File: src/rtl/fsqrt_root_iter.sv
// fsqrt_root_iter
// Digit-recurrence square-root core for the binary32 FSQRT datapath.
// Takes a normalised 24-bit fraction from the even-bit normaliser. Produces
// the truncated root floor(sqrt(frac * 2^24)) one bit per cycle over 24 cycles.
// Also produces a sticky bit, set when the final remainder is non-zero.
//
// Ports
//   clk     in   1   clock, rising edge
//   clrn    in   1   asynchronous active-low reset
//   start   in   1   request, accepted when busy=0 (IDLE or DONE)
//   frac    in   24  normalised fraction, sampled on accept
//   sa_in   in   5   even shift amount, sampled on accept
//   busy    out  1   iteration in progress
//   done    out  1   one-cycle result-valid pulse
//   root    out  24  truncated root, held until the next result is written
//   sticky  out  1   remainder non-zero, held with root
//   sa_out  out  5   shift amount captured at accept
//
// state | meaning
// IDLE  | waiting for start, busy=0
// CALC  | 24 restoring iterations, busy=1
// DONE  | result valid, done=1 for one cycle, start accepted here too

module fsqrt_root_iter (
  input  logic        clk,
  input  logic        clrn,
  input  logic        start,
  input  logic [23:0] frac,
  input  logic [4:0]  sa_in,
  output logic        busy,
  output logic        done,
  output logic [23:0] root,
  output logic        sticky,
  output logic [4:0]  sa_out
);

  typedef enum logic [1:0] {
    IDLE = 2'd0,
    CALC = 2'd1,
    DONE = 2'd2
  } state_t;

  state_t state;
  state_t next_state;

  logic [47:0] rad;
  logic [25:0] rem;
  logic [23:0] q;
  logic [4:0]  cnt;

  logic        accept;
  logic        last_iter;
  logic [25:0] r_shift;
  logic [25:0] trial;
  logic        take;
  logic [25:0] rem_nxt;
  logic [23:0] q_nxt;

  // A request is honoured in every state except CALC.
  assign accept    = start && (state != CALC);
  assign last_iter = (cnt == 5'd23);

  // Restoring recurrence step: bring down the next radicand digit pair and
  // try to subtract 4q+1. The remainder is bounded by 2q+1, so the top two
  // bits of rem are always zero before the shift and 26 bits never overflow.
  assign r_shift = {rem[23:0], rad[47:46]};
  assign trial   = {q, 2'b01};
  assign take    = (r_shift >= trial);
  assign rem_nxt = take ? (r_shift - trial) : r_shift;
  assign q_nxt   = {q[22:0], take};

  always_ff @(posedge clk or negedge clrn) begin
    if (!clrn) begin
      state <= IDLE;
    end else begin
      state <= next_state;
    end
  end

  always_comb begin
    next_state = state;
    case (state)
      IDLE: begin
        if (accept) next_state = CALC;
      end
      CALC: begin
        if (last_iter) next_state = DONE;
      end
      DONE: begin
        if (accept) next_state = CALC;
        else        next_state = IDLE;
      end
      default: next_state = IDLE;
    endcase
  end

  // busy and done decode straight from the state flops, so no input reaches
  // an output combinationally.
  assign busy = (state == CALC);
  assign done = (state == DONE);

  always_ff @(posedge clk or negedge clrn) begin
    if (!clrn) begin
      rad    <= '0;
      rem    <= '0;
      q      <= '0;
      cnt    <= '0;
      root   <= '0;
      sticky <= 1'b0;
      sa_out <= '0;
    end else if (accept) begin
      // root/sticky stay untouched so the previous result remains readable
      // while the next operation runs.
      rad    <= {frac, 24'b0};
      rem    <= '0;
      q      <= '0;
      cnt    <= '0;
      sa_out <= sa_in;
    end else if (state == CALC) begin
      rad <= {rad[45:0], 2'b00};
      rem <= rem_nxt;
      q   <= q_nxt;
      cnt <= cnt + 5'd1;
      if (last_iter) begin
        root   <= q_nxt;
        sticky <= |rem_nxt;
      end
    end
  end

endmodule

File: config.mk
export PLATFORM = sky130hd
export DESIGN_NAME = fsqrt_root_iter
export DESIGN_NICKNAME = d
export VERILOG_FILES = /design/src/rtl/fsqrt_root_iter.sv
export SDC_FILE = /design/constraint.sdc
export NUM_CORES = 1
export LEC_CHECK = 0
export CORE_UTILIZATION = 56
export CTS_CLUSTER_DIAMETER = 50
export DETAILED_ROUTE_END_ITERATION = 8
export HOLD_SLACK_MARGIN = 0.12
export PLACE_DENSITY = 0.77
export SLEW_MARGIN = 30
export SYNTH_ARGS = -nofsm -noshare
export SYNTH_HDL_FRONTEND = slang
export SYNTH_SLANG_ARGS = --single-unit
export TNS_END_PERCENT = 1
File: constraint.sdc
create_clock -name clk -period 5.1 [get_ports clk]
set_clock_uncertainty 0.15 [all_clocks]
set_input_delay 1.02 -clock clk [delete_from_list [all_inputs] [get_ports clk]]
set_output_delay 1.02 -clock clk [all_outputs]
set_load 0.02 [all_outputs]
==> results of run 1 <==
-- state kept, by name (all words and copies together) (netlist names) --
name,cells
root,24
cnt,5
rad,24
q,24
rem,24
sticky,1
state,2
sa_out,5
-- cell families (layout without fill, tap and decap cells) --
logic type,after synthesis,in the layout,synth area share
xor gates and xnor gates,25,25,0.0355
and+or+nand+nor,187,187,0.141
AOI/OAI and AO/OA,161,161,0.166
muxes,66,66,0.113
adders and majority gates,27,27,0.0548
buffers and inverters,76,122,0.0479
DFF,109,109,0.443
-- synthesized netlist by cell type (14+ instances only) --
| cell | n | area [µm²] |
|---|---|---|
| inv_1 | 34 | 128 |
| xor2_1 | 14 | 123 |
| a21oi_1 | 26 | 130 |
| nor2_1 | 28 | 105 |
| ha_1 | 27 | 338 |
| o31ai_1 | 23 | 173 |
| nand3_1 | 35 | 175 |
| clkbuf_1 | 36 | 135 |
| mux2i_1 | 38 | 380 |
| o21ai_0 | 63 | 315 |
| nand2_1 | 77 | 289 |
| dfrtp_1 | 109 | 2730 |
| mux2_2 | 28 | 315 |
-- power groups by stage --
stage                     sequential, mW  combinational, mW  clock (mW)
after global placement              1.47               3.12           0
final                               1.48               3.21       0.559
after floorplan                     1.44               2.34           0
after detailed placement            1.48               3.16           0
after global routing                1.51               3.56       0.608
after CTS                           1.47               3.18       0.576
-- how the worst max path moves through the flow --
stage	slack (ps)	cells after the start	endpoint
finish	1110	10	sticky
global route	1030	10	sticky
CTS	1120	10	sticky
detailed placement	1140	10	sticky
global placement	1190	10	sticky
floorplan	1560	11	sticky
-- stage by stage --
| step | instances | instance area, µm² | util | total power, mW |
|---|---|---|---|---|
| CTS | 833 | 7070 | 0.673 | 5.22 |
| global placement | 816 | 6840 | 0.651 | 4.59 |
| detailed placement | 817 | 6860 | 0.653 | 4.64 |
| global route | 833 | 7080 | 0.674 | 5.68 |
| floorplan | 651 | 6160 | - | 3.77 |
| finish | 833 | 7080 | 0.674 | 5.24 |
-- final cells by class --
class                      count  area, µm²  share of cell area
clock inverter                 7       91.3              0.0129
tap                          136        170              0.0240
inverter                      37        139              0.0196
timing repair buffer          69        679              0.0960
clock buffer                   9        124              0.0175
sequential                   109       2730               0.385
multi-input combinational    466       3150               0.445
-- placed cells by master, fill, tap and decap left out, drive strengths merged, types with 2 or more instances in the layout --
master and n:
nor3 8, xnor2 11, or2 2, dfrtp 109, a31oi 10, o21bai 2
ha 27, clkinv 3, and3 3, o21ai 65, a21oi 27, nand2b 4
clkdlybuf4s50 61, xor2 14, a2111oi 2, o22ai 2, nand4 10, clkbuf 9
buf 8, nand2 77, o41ai 2, a211oi 3, mux2i 38, nand3 35
inv 39, o31ai 23, or3 2, mux2 28, nor2 28, or4 4
a21o 13, and2 6, nor4 6
-- per-layer routing --
layer | vias up | track usage | part of all wire
met5 | - | 0 | 0
met4 | 0 | 0.114 | 0.026
met3 | 31 | 0.0523 | 0.044
met2 | 133 | 0.444 | 0.48
met1 | 2441 | 0.372 | 0.45
li1 | 2398 | - | -
==> results by group, run 1 <==
Status
  • Status: finished, final reports clean

Place
  • DP Worst Slack: 1140 ps
  • Detailed placement HPWL: 10.8 mm
  • Port Buf Inserts: 63
  • Routability cong.: 0.897

Worst setup path
  • CP max stage delay: 560 ps
  • Type of destination of the critical path: flip-flop
  • Crit path kind: reg2reg
  • Crit-path slowest cell: or4_1
  • Crit path max fanout: 7
  • Worst path buffer plus inverter count: 0
  • Startpoint types: flip-flop
  • Crit path DAT: 4110 ps
  • Reg2Reg Launch Point: rem[9]
  • CP Launch Point: rem[9]
  • Critical path required time: 5220 ps
  • Worst reg2reg path depth: 10
  • Worst reg2reg path endpoint: sticky
  • R2r setup slk: 1110 ps
  • Family with the most delay on the worst path: simple AND/OR/NAND/NOR gates
  • Worst path cell trace: ha_1, a21oi_4, a21boi_2, or4_4, a211o_1, xor2_1, or4_1, or3_1, a2111oi_2, a31oi_1

Pwr
  • Comb pwr share: 0.612
  • Max rail drop VDD: 0.340 mV
  • Power density over cell area: 741 mW/mm²
  • Flop pwr share: 0.281
  • Clock share of power: 0.107
  • Pleak: 3.13 nW
  • NetSw: 2.54 mW
  • Internal cell power: 2.70 mW
  • Switching Fraction: 0.485

Synthesis
  • Seq cells post-synth: 109
  • Syn_area_per_cell: 9.46 µm²
  • Predominant post-synthesis flop cell: dfrtp_1
  • Sequential share of the synthesized area: 0.443
  • Ys Warns: 0
  • Cell count after synthesis: 651
  • Number of flops mapped to enable cells by yosys: 0
  • Cell Area, Synth: 0.00616 mm²
  • Ys async rst share: 1.00
  • Distinct cells, synth: 55
  • Syn Nets: 710

Global route
  • Vias in the first global route: 4,969
  • Largest net degree at the start of global routing: 74
  • GRT Overall Usage: 0.278
  • First-pass GRT wire length: 24.5 mm
  • Grt ovf: 0
  • Initial antenna violation count: 0

Cells and area
  • Layout cells sized above 1: 0.0947
  • Synth-to-Final Area Change: 14.9%
  • Layout fillers: 882
  • ANT cells: 0
  • Nets@finish: 751

Timing
  • Setup ws final: 1110 ps
  • Worst Hold Slack: 348 ps
  • Pins Over Slew Limit: 0
  • Max-slew headroom: 0.427
  • Final hold violation count: 0
  • Fmax: 251 MHz
  • RSZ-0062 raised after global routing: no
  • Tmin final: 3990 ps
  • Fin Setup TNS: 0 ps
  • Final setup viols: 0
  • Worst slew pin tran: 854 ps
  • Fin crit share: 0.783

Floorplan
  • IO Count: 64
  • Die W: 107 µm
  • FP Rows: 37
  • Core area: 0.0105 mm²
  • DIE AREA: 0.0114 mm²
  • Starting Density: 0.586
  • Die Ht: 107 µm

Min path
  • Hold crit path type: reg2reg
  • Hold_sp: cnt[4]
  • Hold endpoint: cnt[4]
  • Hold path cells: 1

Routing
  • Antenna Nets Post-Route: 0
  • First-pass DRT Iterations: 5
  • Via density: 6.01
  • DR vias: 5,003
  • DRC Markers: 0
  • Detailed Route WL: 14.7 mm
  • Iter 0 DRT Violations: 263
  • Wirelength per Cell: 17.6 µm

Clocking
  • Cts bufs inserted: 9
  • CTS resizes: 0
  • H-tree levels: 3
  • Root buf cell: clkbuf_8
  • CTS sink count: 109
  • CTS clock-pin slew for the worst setup and hold paths: 110 ps
  • Setup Buffers After CTS: 0
  • CTS Hold Bufs: 0
  • CTS tree: yes
  • Worst-Skew Late Latency: 400 ps
  • Clk buf depth: 2

Flow run
  • Total of max-cap violations: 0
Note: power is estimated with default switching activity, not from simulation.
==> run 2, diff against run 1 <==
CORE_UTILIZATION = 52   (was 56)
PLACE_DENSITY = 0.75   (was 0.77)
clock period = 3.35 ns   (was 5.1 ns; I/O delays follow)
==> results by group, run 2 (synthesis gave the netlist of run 1 again) <==
Timing
  • Fin crit share: 1.01 (was 0.783)
  • Worst Hold Slack: 333 ps (was 348 ps)
  • Worst slew pin tran: 874 ps (was 854 ps)
  • Setup ws final: -40.6 ps (was 1110 ps)
  • Fmax: 295 MHz (was 251 MHz)
  • RSZ-0062 raised after global routing: yes (was no)
  • Final hold violation count: 0 (unchanged)
  • Pins Over Slew Limit: 0 (unchanged)
  • Max-slew headroom: 0.414 (was 0.427)
  • Tmin final: 3390 ps (was 3990 ps)
  • Final setup viols: 1 (was 0)

Cells and area
  • Most frequent cells in the layout: 109 x dfrtp_1, 77 x nand2_1, 68 x buf_4 (was 109 x dfrtp_1, 77 x nand2_1, 63 x o21ai_0)
  • ANT cells: 0 (unchanged)
  • Synth-to-Final Area Change: 26.2% (was 14.9%)
  • Nets@finish: 814 (was 751)
  • Layout cells sized above 1: 0.191 (was 0.0947)
  • Layout fillers: 900 (was 882)
  • Commonest non-fill, non-tap cell in the layout: dfrtp_1 (unchanged)
  • Core Util, Final: 0.678 (was 0.674)

Floorplan
  • Die W: 111 µm (was 107 µm)
  • Core area: 0.0115 mm² (was 0.0105 mm²)
  • Starting Density: 0.537 (was 0.586)
  • DIE AREA: 0.0123 mm² (was 0.0114 mm²)
  • IO Count: 64 (unchanged)
  • Die Ht: 111 µm (was 107 µm)
  • FP Rows: 39 (was 37)

Clocking
  • Clk buf depth: 2 (unchanged)
  • CTS tree: yes (unchanged)
  • CTS clock-pin slew for the worst setup and hold paths: 70 ps (was 110 ps)
  • Worst-Skew Late Latency: 360 ps (was 400 ps)
  • CTS sink count: 109 (unchanged)
  • Root buf cell: clkbuf_16 (was clkbuf_8)
  • Cts bufs inserted: 9 (unchanged)
  • H-tree levels: 3 (unchanged)

Worst setup path
  • Worst reg2reg path depth: 11 (was 10)
  • Startpoint types: flip-flop (unchanged)
  • Type of destination of the critical path: flip-flop (unchanged)
  • Crit path kind: reg2reg (unchanged)
  • Crit path DAT: 3470 ps (was 4110 ps)
  • Worst path cell trace: inv_2, ha_1, nand4_1, nor2_1, or4_4, a211o_1, xor2_1, or4_1, or3_1, a2111oi_2, a31oi_1 (was ha_1, a21oi_4, a21boi_2, or4_4, a211o_1, xor2_1, or4_1, or3_1, a2111oi_2, a31oi_1)
  • Crit-path slowest cell: or4_4 (was or4_1)
  • Worst reg2reg path endpoint: sticky (unchanged)
  • Critical path required time: 3430 ps (was 5220 ps)
  • Crit path max fanout: 3 (was 7)
  • CP max stage delay: 530 ps (was 560 ps)
  • Reg2Reg Launch Point: q[7] (was rem[9])
  • R2r setup slk: -40 ps (was 1110 ps)

Global route
  • First-pass GRT wire length: 26.7 mm (was 24.5 mm)
  • Grt ovf: 0 (unchanged)
  • Initial antenna violation count: 0 (unchanged)
  • Vias in the first global route: 5,290 (was 4,969)
  • GRT Overall Usage: 0.274 (was 0.278)
  • Largest net degree at the start of global routing: 81 (was 74)

Routing
  • Top Metal Used: met4 (unchanged)
  • Wirelength per Cell: 17.7 µm (was 17.6 µm)
  • Antenna Nets Post-Route: 0 (unchanged)
  • Met3 WL: 659 µm (was 648 µm)
  • Wl on met1: 7.01 mm (was 6.63 mm)
  • First-pass DRT Iterations: 5 (unchanged)
  • Iter 0 DRT Violations: 270 (was 263)
  • Detailed Route WL: 16.0 mm (was 14.7 mm)
  • Met2 WL: 7.94 mm (was 7.03 mm)
  • DRC Markers: 0 (unchanged)
  • Via density: 5.83 (was 6.01)
  • DR vias: 5,258 (was 5,003)

Min path
  • Hold endpoint: cnt[4] (unchanged)
  • Hold crit path type: reg2reg (unchanged)
  • Hold_sp: cnt[4] (unchanged)
  • Hold path cells: 1 (unchanged)

Pwr
  • Clock share of power: 0.129 (was 0.107)
  • Internal cell power: 5.09 mW (was 2.70 mW)
  • Flop pwr share: 0.236 (was 0.281)
  • Max rail drop VDD: 0.584 mV (was 0.340 mV)
  • Comb pwr share: 0.635 (was 0.612)
  • Pleak: 3.50 nW (was 3.13 nW)
  • Power density over cell area: 1190 mW/mm² (was 741 mW/mm²)
  • Switching Fraction: 0.452 (was 0.485)
  • NetSw: 4.20 mW (was 2.54 mW)

Flow run
  • Total of max-cap violations: 0 (unchanged)

Status
  • Status: finished, violations left (was finished, final reports clean)
  • Failing checks: setup timing

Place
  • Port Buf Inserts: 63 (unchanged)
  • Routability cong.: 0.929 (was 0.897)
  • DP Worst Slack: -175 ps (was 1140 ps)
  • Detailed placement HPWL: 11.6 mm (was 10.8 mm)
run 2: layer usage:
layer	vias to the layer above	track usage
li1	2528	-
met1	2573	0.348
met2	138	0.470
met3	19	0.0487
met4	0	0.0951
met5	-	0
run 2: how the worst max path moves through the flow:
stage               startpoint     end  slack, ps  cells past startpoint
floorplan                 q[9]  sticky        -60                     12
global placement          q[9]  sticky        -90                     11
detailed placement        q[9]  sticky       -180                     11
CTS                     rem[7]  sticky        -30                     10
global route              q[7]  sticky       -160                     11
finish                    q[7]  sticky        -40                     11
run 2: area by class of cell:
cell class	count	area (µm²)	area share
clock buffers	10	239	0.0307
clock inverters	5	88.8	0.0114
inverters	37	139	0.0179
multi-input cells	466	3250	0.417
flip-flops and latches	109	2730	0.351
well taps	143	179	0.0230
repair buffers	132	1160	0.149
run 2: power by group through the flow:
stage	Combinational, mW	Clock, mW	Sequential, mW
after floorplan	3.57	0	2.19
after global placement	5.53	0	2.16
after detailed placement	5.60	0	2.18
after CTS	5.80	1.22	2.18
after global routing	6.47	1.25	2.25
final	5.90	1.19	2.19
run 2: worst max-delay path, delay by kind of cell, from the launching register on:
kind            cells  cell delay [ps]
buf+inv             1               50
xor+xnor            1              170
simple gates        5             1520
fa+ha+maj           1              280
flops               1              370
compound gates      3              720
run 2: what timing repair did:
action / 4_1_cts / 5_1_grt
hold buffers: 1 / 0
setup buffers: 0 / 0
setup endpoints to repair: 1 / 1
resized for setup: 16 / 5
hold endpoints to repair: 29 / 0
pin swaps: 3 / 1
run 2: metrics by stage:
| step | total power, mW | setup TNS [ps] | area (µm²) | cells |
|---|---|---|---|---|
| 5_1_grt | 9.98 | -159 | 7770 | 902 |
| 6_report | 9.28 | -40.6 | 7770 | 902 |
| 3_5_place_dp | 7.78 | -175 | 7340 | 886 |
| 3_3_place_gp | 7.68 | -91.0 | 7340 | 886 |
| 4_1_cts | 9.20 | -27.3 | 7760 | 902 |
| 2_1_floorplan | 5.76 | -56.4 | 6170 | 651 |
==> run 3, diff against run 2 <==
SETUP_SLACK_MARGIN = 0.1   (was default)
==> results of run 3 <==
No change in the layout: final DEF, timing and power equal those of run 2.
